--- src/rtl/uart_tx_stream.sv ---
// Buffer-fed UART transmitter: streams tx_len bytes from a synchronous-read buffer as contiguous 8N1 frames.
// Define UART_TX_STREAM_PARITY_EN to insert an even-parity bit before the stop bit.
module uart_tx_stream #(
  parameter int CLKS_PER_BIT = 104,
  parameter int DEPTH_LOG2   = 9
) (
  input  logic                  clk,
  input  logic                  reset_n,
  input  logic                  tx_start,
  input  logic [DEPTH_LOG2:0]   tx_len,
  input  logic                  tx_abort,
  output logic [DEPTH_LOG2-1:0] tx_buf_ra,
  output logic                  tx_buf_ren,
  input  logic [7:0]            tx_buf_rd,
  output logic                  tx,
  output logic                  tx_busy,
  output logic                  tx_done
);

  typedef enum logic [2:0] {
    S_IDLE,
    S_FETCH,
    S_LOAD,
    S_START,
    S_DATA,
`ifdef UART_TX_STREAM_PARITY_EN
    S_PARITY,
`endif
    S_STOP
  } state_t;

  localparam logic [DEPTH_LOG2:0] L_MAX_LEN    = {1'b1, {DEPTH_LOG2{1'b0}}};
  localparam logic [15:0]         L_BIT_LAST   = 16'(CLKS_PER_BIT - 1);
  // Two cycles before the end of the stop bit; unreachable (16'hFFFF) when CLKS_PER_BIT is 2.
  localparam logic [15:0]         L_STOP_FETCH = 16'(CLKS_PER_BIT - 3);
  localparam logic                L_SHORT_BIT  = (CLKS_PER_BIT == 2);

  state_t                r_state;
  logic [15:0]           r_baud;
  logic [2:0]            r_bit;
  logic [7:0]            r_shift;
  logic [DEPTH_LOG2:0]   r_left;
  logic [DEPTH_LOG2-1:0] r_ra;
  logic                  r_ren;
  logic                  r_tx;
  logic                  r_busy;
  logic                  r_done;

  logic [DEPTH_LOG2:0]   w_len;
  logic                  w_bit_end;
  logic                  w_more;
  logic                  w_payload_end;
  logic                  w_next_fetch;

  assign w_len     = (tx_len > L_MAX_LEN) ? L_MAX_LEN : tx_len;
  assign w_bit_end = (r_baud == L_BIT_LAST);
  assign w_more    = (r_left != '0);

`ifdef UART_TX_STREAM_PARITY_EN
  assign w_payload_end = w_bit_end && (r_state == S_PARITY);
`else
  assign w_payload_end = w_bit_end && (r_state == S_DATA) && (r_bit == 3'd7);
`endif

  // The last two stop-bit cycles double as FETCH/LOAD of the next byte; with a
  // two-cycle bit the whole stop bit is spent that way.
  assign w_next_fetch = w_more &&
                        ((w_payload_end && L_SHORT_BIT) ||
                         ((r_state == S_STOP) && (r_baud == L_STOP_FETCH)));

  always_ff @(posedge clk or negedge reset_n) begin
    if (!reset_n) begin
      r_state <= S_IDLE;
      r_baud  <= '0;
      r_bit   <= '0;
      r_shift <= '0;
      r_left  <= '0;
      r_ra    <= '0;
      r_ren   <= 1'b0;
      r_tx    <= 1'b1;
      r_busy  <= 1'b0;
      r_done  <= 1'b0;
    end else begin
      // NOTE: non-blocking throughout; these pulse defaults are overridden by any later assignment this edge.
      r_done <= 1'b0;
      r_ren  <= 1'b0;
      if (tx_abort) begin
        r_state <= S_IDLE;
        r_baud  <= '0;
        r_bit   <= '0;
        r_left  <= '0;
        r_ra    <= '0;
        r_tx    <= 1'b1;
        r_busy  <= 1'b0;
      end else if (w_next_fetch) begin
        r_state <= S_FETCH;
        r_ren   <= 1'b1;
        r_ra    <= r_ra + 1'b1;
        r_left  <= r_left - 1'b1;
        r_baud  <= '0;
        r_tx    <= 1'b1;
      end else if (w_payload_end) begin
        r_state <= S_STOP;
        r_baud  <= '0;
        r_tx    <= 1'b1;
      end else begin
        case (r_state)
          S_IDLE: begin
            if (tx_start) begin
              if (w_len == '0) begin
                r_done <= 1'b1;
              end else begin
                r_state <= S_FETCH;
                r_ren   <= 1'b1;
                r_ra    <= '0;
                r_left  <= w_len - 1'b1;
                r_busy  <= 1'b1;
              end
            end
          end
          S_FETCH: r_state <= S_LOAD;
          S_LOAD: begin
            r_shift <= tx_buf_rd;
            r_state <= S_START;
            r_baud  <= '0;
            r_tx    <= 1'b0;
          end
          S_START: begin
            if (w_bit_end) begin
              r_state <= S_DATA;
              r_baud  <= '0;
              r_bit   <= '0;
              r_tx    <= r_shift[0];
            end else begin
              r_baud <= r_baud + 16'd1;
            end
          end
          S_DATA: begin
            if (w_bit_end) begin
              r_baud <= '0;
`ifdef UART_TX_STREAM_PARITY_EN
              if (r_bit == 3'd7) begin
                r_state <= S_PARITY;
                r_tx    <= ^r_shift;
              end else
`endif
              begin
                r_bit <= r_bit + 3'd1;
                r_tx  <= r_shift[r_bit + 3'd1];
              end
            end else begin
              r_baud <= r_baud + 16'd1;
            end
          end
`ifdef UART_TX_STREAM_PARITY_EN
          S_PARITY: r_baud <= r_baud + 16'd1;
`endif
          S_STOP: begin
            if (w_bit_end) begin
              r_state <= S_IDLE;
              r_baud  <= '0;
              r_ra    <= '0;
              r_busy  <= 1'b0;
              r_done  <= 1'b1;
            end else begin
              r_baud <= r_baud + 16'd1;
            end
          end
          default: r_state <= S_IDLE;
        endcase
      end
    end
  end

  assign tx_buf_ra  = r_ra;
  assign tx_buf_ren = r_ren;
  assign tx         = r_tx;
  assign tx_busy    = r_busy;
  assign tx_done    = r_done;

endmodule

--- config.mk ---
export PLATFORM = sky130hd
export DESIGN_NAME = uart_tx_stream
export DESIGN_NICKNAME = d
export VERILOG_FILES = /design/src/rtl/uart_tx_stream.sv
export SDC_FILE = /design/constraint.sdc
export NUM_CORES = 1
export LEC_CHECK = 0
export BUFFER_PORTS_ARGS = -buffer_cell sky130_fd_sc_hd__buf_2
export CAP_MARGIN = 20
export CORE_MARGIN = 2
export CORE_UTILIZATION = 59
export DETAILED_ROUTE_END_ITERATION = 16
export HOLD_SLACK_MARGIN = 0.08
export PLACE_DENSITY_LB_ADDON = 0.2
export SYNTH_ARGS = -nofsm -noshare
export SYNTH_HDL_FRONTEND = slang
export SYNTH_SLANG_ARGS = --single-unit
--- constraint.sdc ---
create_clock -name clk -period 2.94 [get_ports clk]
set_input_delay 0.588 -clock clk [delete_from_list [all_inputs] [get_ports clk]]
set_output_delay 0.588 -clock clk [all_outputs]
set_load 0.02 [all_outputs]
==> flow_metrics.tcl <==
set metrics [dict create \
    status "complete, no violations" \
    core_area_um2 5405 \
    slew_headroom_pct 37.30 \
    syn_avg_cell_area_um2 9.277 \
    numCtsBuffers 5 \
    reg2reg_to "r_left[8]" \
    synth_edf_count 0 \
    final_nets 416 \
    cts.clk_slew.worst_paths_ns 0.10 \
    tns_ns 0 \
    drive_above_1_share_pct 20.82 \
    ys_seq_elements 53 \
    placementRows 27 \
    grt_pass1_wl_um 12320 \
    drc 0 \
    hold_violations 0 \
    hold_path_class "input pin to asynchronous set/reset pin" \
    maxSlewViolCount 0 \
    grt_pass1_vias 2695 \
    via_per_inst 6.258 \
    irDropWorstVdd_uv 395.2 \
    start_kind "register" \
    gr-usage-all-layers_pct 24.94 \
    start_util_pct 60.07 \
    critPathCapture "r_left[8]" \
    r2r_start "r_baud[11]" \
    slowest_delay_ns 0.44 \
    antenna_found_initial 0 \
    nFillCells 450 \
    synth_nets 378 \
    regToRegSetupSlack_ns 0.24 \
    yosysWarningCount 0 \
    yosysTopAreaCell "dfrtp_1" \
    gp_congestion 0.9532 \
    postLayoutCellArea_um2 3640 \
    gr-total-overflow 0 \
    dp.cells 453 \
    drt_pass1_iterations 5 \
    synth_top_cell_area_share_pct 40.08 \
    routed-via-count 2885 \
    die_x_um 78.19 \
    dpl.hpwl_um 5333 \
    leakage_uw 0.001592 \
    netlist_top_cells_count "52 x dfrtp_1, 44 x nor2_1, 26 x nand2_1" \
    cts_tree "done" \
    postLayoutSetupSlackWorst_ns 0.2388 \
    stdcell_count 461 \
    synthCells 350 \
    die_y_um 78.19 \
    cts_hold_buf 0 \
    path_cells "nor4_4 > nand4_1 > nor4_4 > nor2_1 > a21oi_1 > ha_2 > o21ai_1 > nor4_1 > a21oi_1 > a31oi_1" \
    clock_sinks 53 \
    ff2ff_path_depth 10 \
    slowest_stage "dfrtp_1" \
    cap_violations 0 \
    diodes 0 \
    areaGrowthSynthToFinish_pct 12.10 \
    critPathKind "register to register" \
    placed_area_um2 3528 \
    yosysMostFrequentCell "dfrtp_1" \
    setup_viol 0 \
    max_freq_ghz 0.3702 \
    cp-end-kind "register" \
    cp.required_ns 3.17 \
    async_flop_share_pct 100.0 \
    worstMarginPinSlew_ns 0.9405 \
    root_buffer "clkbuf_8" \
    fin_crit_sh_pct 91.88 \
    clock_latency_ns 0.30 \
    crit_start "r_baud[11]" \
    drt_wl_total_um 7187 \
    synth_cell_types 62 \
    rsz0062_at_grt "no" \
    drtIter0Drc 200 \
    synth.area.top_cells "dfrtp_1 40%, nor2_1 5.1%, mux2_2 4.2%, nand2_1 3.0%, nor3_1 2.9%" \
    fin_skew_ns 0.008641 \
    cts.path.max_buffers 2 \
    period_minus_slack_ns 2.701 \
    synth_area_um2 3247 \
    grt_start_max_net_pins 32 \
    htree_levels 2 \
    place_ws_ns 0.1494 \
    crit_fanout 8 \
    ys_seq_area_share_pct 40.89 \
    synth_top_flop_cell "dfrtp_1" \
    io_pins 35 \
    io_buffers 34 \
    cp.arrival_ns 2.93 \
    antenna_left 0 \
    wire_per_inst_um 15.59 \
    p_per_area_nw_per_um2 421.3 \
    die-area_um2 6113 \
]
[cell families after synthesis]
group	synth area share (%)
AO/OA/AOI/OAI	15.76
XOR/XNOR	3.507
adder cells (fa/ha/maj)	2.312
buffers and inverters	3.044
flip-flops	40.89
multiplexers	5.857
AND/OR/NAND/NOR	28.63
[layout by cell type (no fill, tap or decap), types with 3 or more instances in the layout]
cell	synthesis	routed
dfrtp_1	52	52
nor2_1	44	44
buf_2	7	34
nand2_1	26	26
nor3_1	19	19
a21oi_1	17	17
o21ai_0	14	13
buf_4	0	13
nand3_1	12	12
mux2_2	12	12
and3_1	9	9
xnor2_1	9	9
inv_1	6	6
nor2b_1	6	6
nor4_1	8	6
a31oi_1	6	6
nor3b_1	5	5
nand4_1	5	5
a22o_1	5	5
o211ai_1	5	5
ha_1	6	5
clkbuf_8	0	5
and2_1	4	4
xor2_1	4	4
a221o_1	4	4
nor4_4	2	3
nand3b_1	3	3
or3_1	3	3
nor4b_1	3	3
a21o_1	3	3
a211oi_1	3	3
[power by group]
group / switching (uW) / leakage [uW] / internal, uW
Sequential: 52.9 / 0.000711 / 789
Combinational: 156 / 0.000844 / 133
Clock: 234 / 0.0000374 / 168
[worst max-delay path, delay by kind of cell (launching register included)]
family / cells / cell delay [ns]
AND/OR/NAND/NOR: 5 / 1.38
AO/OA/AOI/OAI: 4 / 0.54
flip-flops: 1 / 0.44
adder cells (fa/ha/maj): 1 / 0.26
[state kept, by name, summed over array words and instances (netlist names)]
name / flops
r_state: 3
tx_done: 1
r_bit: 3
tx_busy: 1
tx_buf_ra: 9
r_left: 10
tx_buf_ren: 1
r_shift: 8
tx: 1
r_baud: 16
[repair_timing]
item | 4_1_cts | 5_1_grt
setup buffers | 0 | 0
gates resized for setup | 0 | 5
endpoints found under the setup margin | 0 | 3
[per-layer routing]
layer / global-route usage (%) / routed length (um) / vias up
met1: 34.15 / 3222 / 1407
met4: 6.491 / 68 / 0
met2: 41.64 / 3537 / 91
li1: - / - / 1379
met3: 4.023 / 358 / 8
met5: 0 / 0 / -
[worst min-delay path by stage]
stage | start | to | depth (start not counted)
floorplan | reset_n | r_baud[0] | 0
global placement | r_shift[7] | r_shift[7] | 1
detailed placement | r_shift[7] | r_shift[7] | 1
CTS | reset_n | r_left[5] | 2
global route | reset_n | r_left[5] | 2
finish | reset_n | r_left[5] | 2
[metrics by stage]
step	total power [uW]	utilization [%]	hold slack [ns]
detailed placement	1142	65.28	0.4979
floorplan	1036	-	0.2924
CTS	1545	66.90	0.2705
finish	1533	67.34	0.2654
global placement	1127	65.28	0.4884
global route	1616	67.34	0.2849
[cell type report]
| cell class | instances | area, um^2 | share of cell area (%) |
|---|---|---|---|
| multi-input combinational | 275 | 1844 | 50.67 |
| sequential | 53 | 1328 | 36.47 |
| timing repair buffer | 47 | 267.8 | 7.356 |
| tap | 72 | 90.09 | 2.475 |
| clock buffer | 6 | 72.57 | 1.994 |
| inverter | 6 | 22.52 | 0.6188 |
| clock inverter | 2 | 15.01 | 0.4125 |
(Power assumes the default switching activity.)
